### src/rtl/piso_serializer_if.sv
// Parallel word handshake plus serial output bundle for the PISO serializer.
// The master drives the word side; the slave (serializer) drives everything else.
interface piso_serializer_if #(
  parameter int unsigned WIDTH = 4
) ();

  logic [WIDTH-1:0] d;
  logic             d_valid;
  logic             d_ready;
  logic             s_out;
  logic             s_valid;
  logic             s_frame;
  logic             busy;
  logic             done;

  modport master (
    output d,
    output d_valid,
    input  d_ready,
    input  s_out,
    input  s_valid,
    input  s_frame,
    input  busy,
    input  done
  );

  modport slave (
    input  d,
    input  d_valid,
    output d_ready,
    output s_out,
    output s_valid,
    output s_frame,
    output busy,
    output done
  );

endinterface

### src/rtl/piso_serializer.sv
// Parallel-in/serial-out transmitter: accepts a word on valid/ready, shifts it out one bit
// per clock with a first-bit frame strobe, a done pulse and a programmable inter-frame gap.
module piso_serializer #(
  parameter int unsigned WIDTH      = 4,
  parameter bit          MSB_FIRST  = 1'b1,
  parameter int unsigned GAP_CYCLES = 1
) (
  input  logic              clk,
  input  logic              rst_n,
  piso_serializer_if.slave  bus
);

  localparam int unsigned     CntW    = $clog2(WIDTH);
  localparam logic [CntW-1:0] CntLast = CntW'(WIDTH - 1);
  localparam logic [3:0]      GapLast = 4'(GAP_CYCLES);

  typedef enum logic [1:0] {
    StIdle,
    StShift,
    StGap
  } state_e;

  state_e           r_state;
  logic [WIDTH-1:0] r_shreg;
  logic [CntW-1:0]  r_bit_cnt;
  logic [3:0]       r_gap_cnt;
  logic             r_d_ready;
  logic             r_s_out;
  logic             r_s_valid;
  logic             r_s_frame;
  logic             r_busy;
  logic             r_done;

  logic             w_accept;
  logic             w_first_bit;
  logic             w_next_bit;
  logic [WIDTH-1:0] w_load_rest;
  logic [WIDTH-1:0] w_shift_rest;

  // The shift register always holds the bits still to be sent, already advanced past the
  // bit currently on s_out, so s_out can be registered straight from it.
  always_comb begin
    w_accept = bus.d_valid & r_d_ready;
    if (MSB_FIRST) begin
      w_first_bit  = bus.d[WIDTH-1];
      w_load_rest  = {bus.d[WIDTH-2:0], 1'b0};
      w_next_bit   = r_shreg[WIDTH-1];
      w_shift_rest = {r_shreg[WIDTH-2:0], 1'b0};
    end else begin
      w_first_bit  = bus.d[0];
      w_load_rest  = {1'b0, bus.d[WIDTH-1:1]};
      w_next_bit   = r_shreg[0];
      w_shift_rest = {1'b0, r_shreg[WIDTH-1:1]};
    end
  end

  always_ff @(posedge clk or negedge rst_n) begin
    if (!rst_n) begin
      r_state   <= StIdle;
      r_shreg   <= '0;
      r_bit_cnt <= '0;
      r_gap_cnt <= '0;
      r_d_ready <= 1'b0;
      r_s_out   <= 1'b0;
      r_s_valid <= 1'b0;
      r_s_frame <= 1'b0;
      r_busy    <= 1'b0;
      r_done    <= 1'b0;
    end else begin
      r_done <= 1'b0;
      unique case (r_state)
        StIdle: begin
          r_d_ready <= 1'b1;
          if (w_accept) begin
            r_shreg   <= w_load_rest;
            r_bit_cnt <= '0;
            r_s_out   <= w_first_bit;
            r_s_valid <= 1'b1;
            r_s_frame <= 1'b1;
            r_busy    <= 1'b1;
            r_d_ready <= 1'b0;
            r_state   <= StShift;
          end
        end

        StShift: begin
          r_s_frame <= 1'b0;
          if (r_bit_cnt == CntLast) begin
            r_s_out   <= 1'b0;
            r_s_valid <= 1'b0;
            r_done    <= 1'b1;
            if (GAP_CYCLES == 0) begin
              r_busy    <= 1'b0;
              r_d_ready <= 1'b1;
              r_state   <= StIdle;
            end else begin
              // The done cycle is the first gap cycle.
              r_gap_cnt <= 4'd1;
              r_state   <= StGap;
            end
          end else begin
            r_bit_cnt <= r_bit_cnt + CntW'(1);
            r_s_out   <= w_next_bit;
            r_shreg   <= w_shift_rest;
          end
        end

        StGap: begin
          if (r_gap_cnt >= GapLast) begin
            r_gap_cnt <= '0;
            r_busy    <= 1'b0;
            r_d_ready <= 1'b1;
            r_state   <= StIdle;
          end else begin
            r_gap_cnt <= r_gap_cnt + 4'd1;
          end
        end

        default: r_state <= StIdle;
      endcase
    end
  end

  assign bus.d_ready = r_d_ready;
  assign bus.s_out   = r_s_out;
  assign bus.s_valid = r_s_valid;
  assign bus.s_frame = r_s_frame;
  assign bus.busy    = r_busy;
  assign bus.done    = r_done;

endmodule

### src/flat_wrapper.sv
// flat-port wrapper written by rule: the top's interface ports become plain ports
module piso_serializer_flat 
#(
  parameter int unsigned WIDTH      = 4,
  parameter bit          MSB_FIRST  = 1'b1,
  parameter int unsigned GAP_CYCLES = 1
)
  (clk, rst_n, bus_d, bus_d_valid, bus_d_ready, bus_s_out, bus_s_valid, bus_s_frame, bus_busy, bus_done);
  piso_serializer_if #(.WIDTH(WIDTH)) bus_i ();
  input  logic clk;
  input  logic rst_n;
  input wire logic [$bits(bus_i.d)-1:0] bus_d;
  input wire logic [$bits(bus_i.d_valid)-1:0] bus_d_valid;
  output wire logic [$bits(bus_i.d_ready)-1:0] bus_d_ready;
  output wire logic [$bits(bus_i.s_out)-1:0] bus_s_out;
  output wire logic [$bits(bus_i.s_valid)-1:0] bus_s_valid;
  output wire logic [$bits(bus_i.s_frame)-1:0] bus_s_frame;
  output wire logic [$bits(bus_i.busy)-1:0] bus_busy;
  output wire logic [$bits(bus_i.done)-1:0] bus_done;
  assign bus_i.d = bus_d;
  assign bus_i.d_valid = bus_d_valid;
  assign bus_d_ready = bus_i.d_ready;
  assign bus_s_out = bus_i.s_out;
  assign bus_s_valid = bus_i.s_valid;
  assign bus_s_frame = bus_i.s_frame;
  assign bus_busy = bus_i.busy;
  assign bus_done = bus_i.done;
  piso_serializer #(.WIDTH(WIDTH), .MSB_FIRST(MSB_FIRST), .GAP_CYCLES(GAP_CYCLES)) u_core (.clk(clk), .rst_n(rst_n), .bus(bus_i));
endmodule
### config.mk
export PLATFORM = sky130hd
export DESIGN_NAME = piso_serializer_flat
export DESIGN_NICKNAME = d
export VERILOG_FILES = /design/src/rtl/piso_serializer_if.sv /design/src/rtl/piso_serializer.sv /design/src/flat_wrapper.sv
export SDC_FILE = /design/constraint.sdc
export NUM_CORES = 1
export LEC_CHECK = 0
export ABC_AREA = 1
export ABC_CLOCK_PERIOD_IN_PS = 3350
export CORE_MARGIN = 3
export CORE_UTILIZATION = 25
export DETAILED_ROUTE_END_ITERATION = 8
export GPL_TIMING_DRIVEN = 1
export PLACE_DENSITY = 0.46
export RECOVER_POWER = 25
export SLEW_MARGIN = 5
export SYNTH_ARGS = -nofsm -noshare
export SYNTH_HDL_FRONTEND = slang
export SYNTH_SLANG_ARGS = --single-unit
### constraint.sdc
create_clock -name clk -period 3.35 [get_ports clk]
set_input_delay 0.5025 -clock clk [delete_from_list [all_inputs] [get_ports clk]]
set_output_delay 0.5025 -clock clk [all_outputs]
set_load 0.02 [all_outputs]
# Yosys cells after proc, flatten, opt, wreduce, memory -nomap -nowiden
# Index checks and enable logic that the tools add are counted.
# totals
register_bits	18
output_inout_bits	6
inputBits	7
wordCells	59
# op_classes
add_sub_neg	2
n_mux	27
magnitude_cmp	1
n_bitwise	1
n_eq_ne	7
reduce_logical	11
# op_table
cell	n
2-to-1 mux 4 bit	4
case mux 4 bit (2 select lines)	2
AND reduction 3 bit	4
2-to-1 mux 2 bit	5
case mux 1 bit (2 select lines)	5
2-to-1 mux 1 bit	9
!= test 2 x 1 -> 1 bit, second input constant	3
case mux 2 bit (3 select lines)	1
AND reduction 2 bit	3
nonzero test 2 bit	3
adder 4 x 1 -> 4 bit, second input constant	1
== test 2 bit, second input constant	2
greater-or-equal comparator 4 x 1 -> 1 bit, second input constant	1
case mux 2 bit (2 select lines)	1
adder 2 x 1 -> 2 bit, second input constant	1
== test 2 x 1 -> 1 bit, second input constant	1
zero test 2 bit	1
!= test 2 bit, second input constant	1
AND 1 bit	1

# Logic depth before layout (Yosys ltp)
# Gate-level depths: netlist (run 1).
# depth
depth_word	3
depth_mapped	8
ltp_nobuf	8

# Least setup slack after synthesis (run 1)
# Ideal clock, no wire load.
# synth_path
kind	register -> register
startpoint	register u_core.r_bit_cnt[0]
endpoint	register u_core.r_shreg[1]
n_path_buf	0
setup_time_ns	0.126
t_arrival_ns	0.959
required_ns	3.224
path_slack_ns	2.265
path_stages_with_launch	6
synth_period_minus_slack_ns	1.085
path_cell_list	dfrtp_1 -> ha_1 -> inv_1 -> nand2_1 -> nand2_2 -> o21ai_0
# synth_between
elab_chain_cells	3
# synth_lines
element	line	text
from (decl)	piso_serializer.sv:25	logic [CntW-1:0] r_bit_cnt;
from (signal assigned)	piso_serializer.sv:102	r_bit_cnt <= r_bit_cnt + CntW'(1);
== test 2 bit	piso_serializer.sv:88	if (r_bit_cnt == CntLast) begin
!= test 2 bit (no line)	--	
AND reduction 3 bit (no line)	--	
to (signal assigned)	piso_serializer.sv:75	r_shreg <= w_load_rest;
to (signal assigned)	piso_serializer.sv:104	r_shreg <= w_shift_rest;
to (decl)	piso_serializer.sv:24	logic [WIDTH-1:0] r_shreg;
# No other way between the ends.
# A chain may end at the register's enable or synchronous reset.

# Final worst setup path (run 1)
# layout_path
startpoint	register u_core.r_d_ready, in the netlist u_core.bus.d_ready
endpoint	output bus_d_ready
# layout_rtl
element	line	text
from (decl)	piso_serializer.sv:27	logic r_d_ready;
from (signal assigned)	piso_serializer.sv:63	r_d_ready <= 1'b0;
from (signal assigned)	piso_serializer.sv:73	r_d_ready <= 1'b1;
from (signal assigned)	piso_serializer.sv:81	r_d_ready <= 1'b0;
to (decl)	flat_wrapper.sv:14	output wire logic [$bits(bus_i.d_ready)-1:0] bus_d_ready;
# No word-level cell between the ends.

==> flow_metrics.py, run 1 <==
metrics = {
    "critical_path": {
        "cp.buffers_inverters": 1,
        "worstPathCellList": "clkdlybuf4s50_1",
        "critPathRequiredTime_ns": 2.85,
        "cpPeakStageDelay_ns": 0.62,
        "cpLargestDelayFamily": "buffers and inverters",
        "rr_worst_depth": 4,
        "cp.depth": 1,
        "r2r-start": "u_core.r_state[0]",
        "critical_path_class": "flop to output port",
        "critPathSlowestCell": "clkdlybuf4s50_1",
        "critPathCaptureType": "output port",
        "crit_start": "u_core.bus.d_ready",
        "cp-start-kind": "flop",
        "crit_arrival_ns": 1.31,
        "worstPathMaxFanout": 3,
    },
    "clock_network": {
        "clock-sinks": 17,
        "clk_pin_slew_ns": 0.11,
        "clock_latency_ns": 0.30,
        "ctsRootBufferMaster": "clkbuf_4",
        "cts_inserted_buffers": 3,
        "htreeDepth": 1,
        "cts_tree": "done",
        "cts_buffer_depth": 2,
        "postCtsSetupBuffers": 0,
        "postCtsHoldBufs": 0,
        "cts.repair.resized": 0,
    },
    "yosys": {
        "synth_top_area_share_pct": 52.63,
        "syn-num-nets": 110,
        "syn_area_per_cell_um2": 8.164,
        "seq_area_frac_synth_pct": 52.63,
        "ys_ff_latch": 17,
        "synth_edf_count": 0,
        "yosysMostFrequentCell": "nand2_1",
        "synth-warning-count": 0,
        "ys.flop_type": "dfrtp_1",
        "netlist_top_cells_area": "dfrtp_1 53%, nand2_1 18%, ha_1 6.2%, nand3_1 6.2%, inv_1 6.0%",
        "synth_common_cells": "38 x nand2_1, 17 x dfrtp_1, 13 x inv_1",
        "yosysUniqueCellTypes": 12,
        "synth_top_area_cell": "dfrtp_1",
        "async_flop_share_pct": 100.0,
        "synth_cells": 99,
        "synth_area_um2": 808.3,
    },
    "place": {
        "placed_cell_area_um2": 983.4,
        "place.gp.congestion": 0.7098,
        "dp_hpwl_mm": 1.185,
        "place_worst_setup_slack_ns": 1.760,
        "portBuffers": 12,
    },
    "cells_and_area": {
        "finish.utilization_pct": 32.56,
        "diodes": 0,
        "fin_area_um2": 1002,
        "fillers": 330,
        "drive_gt1_share_pct": 4.348,
        "area_growth_pct": 23.99,
        "nets": 127,
    },
    "run": {
        "max_cap_violations": 0,
    },
    "sta": {
        "rsz0062_at_grt": "false",
        "clock_skew_ns": 0.01156,
        "final_max_slew_viol_count": 0,
        "period_needed_ns": 1.808,
        "finalHoldViolCount": 0,
        "finalSetupViolCount": 0,
        "maxSlewHeadroom_pct": 45.82,
        "tns_ns": 0,
        "setup_slack_ns": 1.542,
        "timing.final.crit_share_pct": 53.97,
        "tightest_slew_ns": 0.8100,
        "max_freq_mhz": 553.1,
    },
    "floorplanning": {
        "rows": 20,
        "die_w_um": 62.86,
        "die-area_um2": 3951,
        "die_y_um": 62.86,
        "core_um2": 3078,
        "start_util_pct": 26.26,
        "ios": 13,
    },
    "detailed_routing": {
        "routed_via_density": 3.994,
        "remaining_drc_errors": 0,
        "antenna_left": 0,
        "firstDrtPassIters": 4,
        "finalWirelength_mm": 1.596,
        "via_count": 635,
        "routedWlPerCell_um": 10.04,
        "drtIter0Drc": 13,
    },
    "worst_hold_path": {
        "hold_depth": 2,
        "worstHoldStart": "u_core.bus.s_frame",
        "hold_class": "flop to flop",
    },
    "power": {
        "seqPwrFrac_pct": 39.2,
        "combPwrFrac_pct": 47.7,
        "p_leak_uw": 0.0005299,
        "power_frac_clock_pct": 13.1,
        "p_sw_uw": 375.4,
        "ir_worst_vdd_mv": 0.3419,
        "power_uw": 866.7,
        "swShare_pct": 43.32,
        "p_per_area_nw_per_um2": 864.8,
        "intPower_uw": 491.3,
    },
    "global_routing": {
        "use_met1_pct": 11.68,
        "antenna_found_initial": 0,
        "top_usage_layer": "met2",
        "use_met2_pct": 14.23,
        "grt_start_max_net_pins": 18,
        "grtUsageMet3_pct": 2.338,
        "grt.total_usage_pct": 9.098,
        "first_global_vias": 632,
        "overflow": 0,
        "grt_pass1_wl_mm": 2.842,
    },
    "outcome": {
        "status": "finished, final reports clean",
    },
}
## cell usage in the layout (no fill, tap or decap), drive strengths merged
| cell type | instances |
|---|---|
| nand3 | 10 |
| inv | 13 |
| ha | 4 |
| nor3b | 1 |
| clkbuf | 4 |
| a21oi | 1 |
| dlygate4sd3 | 2 |
| clkdlybuf4s50 | 10 |
| nor2 | 9 |
| dfrtp | 17 |
| nand2 | 40 |
| o21ai | 4 |
## sequential cells by signal, summed over array words and instances (netlist names)
register,cells
u_core.bus.busy,1
u_core.bus.d_ready,1
u_core.bus.done,1
u_core.bus.s_frame,1
u_core.bus.s_out,1
u_core.bus.s_valid,1
u_core.r_bit_cnt,2
u_core.r_gap_cnt,4
u_core.r_shreg,3
u_core.r_state,2
## tightest hold or removal path, cell delays in order (launching register included)
cell     delay, ns
dfrtp_1       0.36
nand2_1       0.05
nand2_1       0.06
## power by group through the flow
stage          logic [uW]  registers, uW  clock network [uW]
5_1_grt               487            353                 127
4_1_cts               431            341                 117
2_1_floorplan         260            372                   0
3_3_place_gp          427            344                   0
3_5_place_dp          428            345                   0
6_report              414            340                 113
## cells by family (layout without fill, tap and decap cells)
| kind of cell | Yosys count | count (layout) | share of synthesized area [%] |
|---|---|---|---|
| compound gates | 5 | 5 | 3.095 |
| fa+ha+maj | 4 | 4 | 6.192 |
| buf+inv | 13 | 29 | 6.038 |
| flops | 17 | 17 | 52.63 |
| simple gates | 60 | 60 | 32.04 |
## per-stage QoR
stage | hold WS, ns | instances
after floorplan | 0.2069 | 99
after global placement | 0.4712 | 155
after detailed placement | 0.4679 | 155
after CTS | 0.5025 | 159
after global routing | 0.5212 | 159
final | 0.4944 | 159
## routing by layer
metal  vias up  share of wire, %
li1        336                 -
met1       288                50
met2         9                45
met3         2               3.8
met4         0              0.75
met5         -                 0
## area by class of cell
cell class	instances	area [um2]	area share, %
sequential	17	425.4	42.45
multi-input combinational	69	326.6	32.58
timing repair buffer	12	120.1	11.99
tap	44	55.05	5.493
inverter	13	48.80	4.869
clock buffer	4	26.28	2.622
## path summary, 6_finish.rpt
kind                                            end  slack (ns)
worst max register to register    u_core.r_shreg[1]        2.01
worst max-delay path                    bus_d_ready        1.54
min in group asynchronous         u_core.r_state[1]        0.73
worst min register to register   u_core.bus.s_frame        0.49
max in group asynchronous       u_core.r_gap_cnt[3]        2.11
worst min-delay path             u_core.bus.s_frame        0.49
(Power assumes the default switching activity.)
==> run 2, diff against run 1 <==
--- a/config.mk
+++ b/config.mk
@@ -6,12 +6,12 @@
 export NUM_CORES = 1
 export LEC_CHECK = 0
 export ABC_AREA = 1
-export ABC_CLOCK_PERIOD_IN_PS = 3350
+export ABC_CLOCK_PERIOD_IN_PS = 1560
 export CORE_MARGIN = 3
 export CORE_UTILIZATION = 25
 export DETAILED_ROUTE_END_ITERATION = 8
 export GPL_TIMING_DRIVEN = 1
-export PLACE_DENSITY = 0.46
+export PLACE_DENSITY = 0.48
 export RECOVER_POWER = 25
 export SLEW_MARGIN = 5
 export SYNTH_ARGS = -nofsm -noshare
==> constraint.sdc (replaced) <==
create_clock -name clk -period 1.56 [get_ports clk]
set_input_delay 0.234 -clock clk [delete_from_list [all_inputs] [get_ports clk]]
set_output_delay 0.234 -clock clk [all_outputs]
set_load 0.02 [all_outputs]
==> flow_metrics.py, run 2 (synthesis results as in run 1) <==
metrics = {
    "critical_path": {
        "ff2ff_setup_slack_ns": 0.32,
        "cp-start-kind": "flop",
        "critical_path_class": "flop to output port",
        "worstPathCellList": "clkdlybuf4s50_1",
        "cpLargestDelayFamily": "buffers and inverters",
        "critPathRequiredTime_ns": 1.33,
        "cpPeakStageDelay_ns": 0.61,
        "cp.buffers_inverters": 1,
        "worstPathMaxFanout": 2,
        "crit_arrival_ns": 1.27,
        "critPathCaptureType": "output port",
        "critPathSlowestCell": "clkdlybuf4s50_1",
    },
    "detailed_routing": {
        "firstDrtPassIters": 4,
        "antenna_left": 0,
        "remaining_drc_errors": 0,
        "routedWlPerCell_um": 9.769,
        "drtIter0Drc": 16,
        "routed_via_density": 3.969,
        "finalWirelength_mm": 1.563,
        "via_count": 635,
    },
    "cells_and_area": {
        "nets": 128,
        "top_regs": "u_core.r_gap_cnt x4, u_core.r_shreg x3",
        "final_cell_mix": "38 x nand2_1, 17 x dfrtp_1, 13 x inv_1, 10 x nand3_1, 9 x clkdlybuf4s50_1",
        "diodes": 0,
        "final_common_cell": "nand2_1",
        "area_growth_pct": 26.01,
        "fin_area_um2": 1018,
        "largest_reg_flops": 4,
        "regMostFlops": "u_core.r_gap_cnt",
        "drive_gt1_share_pct": 6.897,
    },
    "sta": {
        "period_needed_ns": 1.499,
        "finalHoldWorstSlack_ns": 0.4826,
        "finalHoldViolCount": 0,
        "maxSlewHeadroom_pct": 37.23,
        "timing.final.crit_share_pct": 96.12,
        "finalSetupViolCount": 0,
        "tns_ns": 0,
        "max_freq_mhz": 666.9,
        "rsz0062_at_grt": "false",
        "tightest_slew_ns": 0.9416,
        "clock_skew_ns": 0.009343,
        "final_max_slew_viol_count": 0,
    },
    "floorplanning": {
        "core_um2": 3078,
        "die_w_um": 62.86,
        "start_util_pct": 26.26,
        "rows": 20,
        "die_y_um": 62.86,
        "die-area_um2": 3951,
        "ios": 13,
    },
    "clock_network": {
        "postCtsHoldBufs": 0,
        "cts.repair.resized": 0,
        "cts_buffer_depth": 2,
        "clock-sinks": 17,
        "htreeDepth": 1,
        "postCtsSetupBuffers": 0,
        "cts_tree": "done",
        "cts_inserted_buffers": 3,
        "clk_pin_slew_ns": 0.11,
        "clock_latency_ns": 0.30,
        "ctsRootBufferMaster": "clkbuf_4",
    },
    "global_routing": {
        "grt.total_usage_pct": 9.132,
        "antenna_found_initial": 0,
        "first_global_vias": 652,
        "overflow": 0,
        "grt_pass1_wl_mm": 2.877,
        "grt_start_max_net_pins": 18,
    },
    "place": {
        "place.gp.congestion": 0.7561,
        "portBuffers": 12,
        "placed_cell_area_um2": 991.0,
        "dp_hpwl_mm": 1.182,
    },
    "power": {
        "ir_worst_vdd_mv": 0.6871,
        "p_per_area_nw_per_um2": 1839,
        "p_leak_uw": 0.0005430,
    },
    "run": {
        "max_cap_violations": 0,
    },
    "outcome": {
        "status": "finished, final reports clean",
    },
    "worst_hold_path": {
        "hold_class": "flop to flop",
    },
}
## run 2: where the power goes
group / internal, uW / total [uW] / switching (uW)
Combinational: 343 / 903 / 560
Clock: 99.5 / 244 / 144
Sequential: 617 / 727 / 110
## run 2: metal layers
metal | track usage [%] | part of all wire [%] | wire [um]
met4 | 2.479 | 0.51 | 8
met2 | 14.62 | 47 | 732
met3 | 3.777 | 5.6 | 88
met1 | 11.22 | 47 | 734
met5 | 0 | 0 | 0
## run 2: through the flow
step	setup slack (ns)	utilization (%)	instances	total power [uW]
after floorplan	0.4748	-	99	1358
after detailed placement	0.2209	32.20	156	1668
final	0.06055	33.09	160	1873
after CTS	0.01317	33.05	160	1923
after global placement	0.2554	32.20	156	1656
after global routing	0.005797	33.09	160	2096
## run 2: final timing paths
path / from / end / depth (start not counted)
worst min-delay path: u_core.bus.busy / u_core.bus.busy / 2
max in group asynchronous: rst_n / u_core.r_state[0] / 2
worst max-delay path: u_core.bus.s_valid / bus_s_valid / 1
min in group asynchronous: rst_n / u_core.r_gap_cnt[2] / 2
worst min register to register: u_core.bus.busy / u_core.bus.busy / 2
worst max register to register: u_core.r_gap_cnt[0] / u_core.r_gap_cnt[2] / 8
## run 2: cell type report
| type | count | area (um2) |
|---|---|---|
| Clock buffer | 4 | 26.28 |
| Fill cell | 343 | 2059 |
| Inverter | 13 | 48.80 |
| Multi-Input combinational cell | 69 | 334.1 |
| Sequential cell | 17 | 425.4 |
| Tap cell | 44 | 55.05 |
| Timing Repair Buffer | 13 | 128.9 |
==> run 3, diff against run 2 <==
--- a/config.mk
+++ b/config.mk
@@ -8,10 +8,10 @@
 export ABC_AREA = 1
 export ABC_CLOCK_PERIOD_IN_PS = 1560
 export CORE_MARGIN = 3
-export CORE_UTILIZATION = 25
+export CORE_UTILIZATION = 37
 export DETAILED_ROUTE_END_ITERATION = 8
 export GPL_TIMING_DRIVEN = 1
-export PLACE_DENSITY = 0.48
+export PLACE_DENSITY = 0.64
 export RECOVER_POWER = 25
 export SLEW_MARGIN = 5
 export SYNTH_ARGS = -nofsm -noshare
==> flow_metrics.py, run 3 (synthesis results as in run 1) <==
metrics = {
    "floorplanning": {
        "ios": 13,
        "core_um2": 2022,
        "rows": 16,
        "start_util_pct": 39.98,
        "die_w_um": 52.74,
        "die-area_um2": 2782,
        "die_y_um": 52.74,
    },
    "global_routing": {
        "grt_start_max_net_pins": 18,
        "overflow": 0,
        "first_global_vias": 626,
        "grt.total_usage_pct": 12.84,
        "antenna_found_initial": 0,
        "grt_pass1_wl_mm": 2.635,
    },
    "critical_path": {
        "ff2ff_setup_slack_ns": 0.35,
        "rr_worst_depth": 6,
        "worstPathCellList": "clkdlybuf4s50_1",
        "worstPathMaxFanout": 2,
        "cpLargestDelayFamily": "buffers and inverters",
        "cp-start-kind": "flop",
        "critPathRequiredTime_ns": 1.33,
        "cpPeakStageDelay_ns": 0.62,
        "r2r-start": "u_core.r_state[1]",
        "critPathCaptureType": "output port",
        "cp.buffers_inverters": 1,
        "timing.rr.end": "u_core.r_gap_cnt[2]",
        "critPathSlowestCell": "clkdlybuf4s50_1",
        "crit_arrival_ns": 1.28,
        "critical_path_class": "flop to output port",
    },
    "detailed_routing": {
        "antenna_left": 0,
        "routed_via_density": 4.559,
        "finalWirelength_mm": 1.428,
        "drtIter0Drc": 8,
        "via_count": 652,
        "routedWlPerCell_um": 9.986,
        "remaining_drc_errors": 0,
        "firstDrtPassIters": 2,
    },
    "sta": {
        "tightest_slew_ns": 0.9124,
        "rsz0062_at_grt": "false",
        "final_max_slew_viol_count": 0,
        "max_freq_mhz": 659.5,
        "finalHoldWorstSlack_ns": 0.4878,
        "period_needed_ns": 1.516,
        "timing.final.crit_share_pct": 97.20,
        "finalSetupViolCount": 0,
        "finalHoldViolCount": 0,
        "maxSlewHeadroom_pct": 39.18,
        "clock_skew_ns": 0.01012,
        "tns_ns": 0,
    },
    "outcome": {
        "status": "finished, final reports clean",
    },
    "clock_network": {
        "cts_tree": "done",
        "clock-sinks": 17,
        "postCtsSetupBuffers": 0,
        "cts_inserted_buffers": 3,
        "clock_latency_ns": 0.28,
        "postCtsHoldBufs": 0,
        "cts.repair.resized": 0,
        "clk_pin_slew_ns": 0.10,
        "ctsRootBufferMaster": "clkbuf_4",
        "cts_buffer_depth": 2,
        "htreeDepth": 1,
    },
    "cells_and_area": {
        "nets": 128,
        "final_common_cell": "nand2_1",
        "regMostFlops": "u_core.r_gap_cnt",
        "area_growth_pct": 22.76,
        "drive_gt1_share_pct": 6.897,
        "top_regs": "u_core.r_gap_cnt x4, u_core.r_shreg x3",
        "fillers": 209,
        "largest_reg_flops": 4,
        "diodes": 0,
        "final_cell_mix": "38 x nand2_1, 17 x dfrtp_1, 13 x inv_1, 11 x clkdlybuf4s50_1, 10 x nand3_1",
    },
    "place": {
        "place.gp.congestion": 0.7472,
        "dp_hpwl_mm": 1.114,
        "portBuffers": 12,
    },
    "worst_hold_path": {
        "hold_path_end": "u_core.bus.busy",
        "hold_depth": 2,
        "worstHoldStart": "u_core.bus.busy",
        "hold_class": "flop to flop",
    },
    "power": {
        "p_per_area_nw_per_um2": 1872,
        "ir_worst_vdd_mv": 0.6511,
        "p_leak_uw": 0.0005311,
    },
    "run": {
        "max_cap_violations": 0,
    },
}
-- run 3: cell types whose count changed in the layout (fill, tap and decap cells not counted) --
cell / delta
clkdlybuf4s50_1: +2
dlymetal6s2s_1: -2
-- run 3: worst max-delay path by stage --
stage | startpoint | endpoint | slack (ns) | cells past startpoint
final | u_core.bus.s_out | bus_s_out | 0.04 | 1
after global routing | u_core.bus.d_ready | bus_d_ready | 0.003 | 1
after CTS | u_core.bus.s_out | bus_s_out | 0.03 | 1
after detailed placement | bus_d_valid | u_core.r_shreg[1] | 0.24 | 6
after global placement | bus_d_valid | u_core.r_shreg[1] | 0.27 | 6
after floorplan | u_core.r_bit_cnt[0] | u_core.r_shreg[1] | 0.47 | 5
-- run 3: routing by layer --
layer / GRT usage [%] / vias to the layer above / share of wire, %
met4: 5.106 / 0 / 1.4
met5: 0 / - / 0
met1: 16.34 / 303 / 47
met3: 2.849 / 2 / 2.5
met2: 20.87 / 7 / 49
li1: - / 340 / -
-- run 3: stage by stage --
stage / total power, uW / instance area [um2] / utilization [%] / setup slack, ns / instances
final: 1858 / 992.2 / 49.07 / 0.04370 / 143
after global routing: 2083 / 992.2 / 49.07 / 0.002785 / 143
after CTS: 1895 / 996.0 / 49.26 / 0.02644 / 143
after detailed placement: 1657 / 969.7 / 47.96 / 0.2407 / 139
after global placement: 1637 / 969.7 / 47.96 / 0.2706 / 139
after floorplan: 1358 / 808.3 / - / 0.4748 / 99
-- run 3: where the power goes --
part	total, uW	leakage (uW)	switching, uW	internal, uW
Sequential	729	0.000213	112	617
Clock	231	0.0000150	132	99.1
Combinational	897	0.000303	552	345
Total	1860	0.000531	796	1060
-- run 3: final cells by class --
class / instances / area [um2] / area share, %
clock buffer: 4 / 26.28 / 2.648
inverter: 13 / 48.80 / 4.918
multi-input combinational: 69 / 334.1 / 33.67
sequential: 17 / 425.4 / 42.88
tap: 27 / 33.78 / 3.405
timing repair buffer: 13 / 123.9 / 12.48
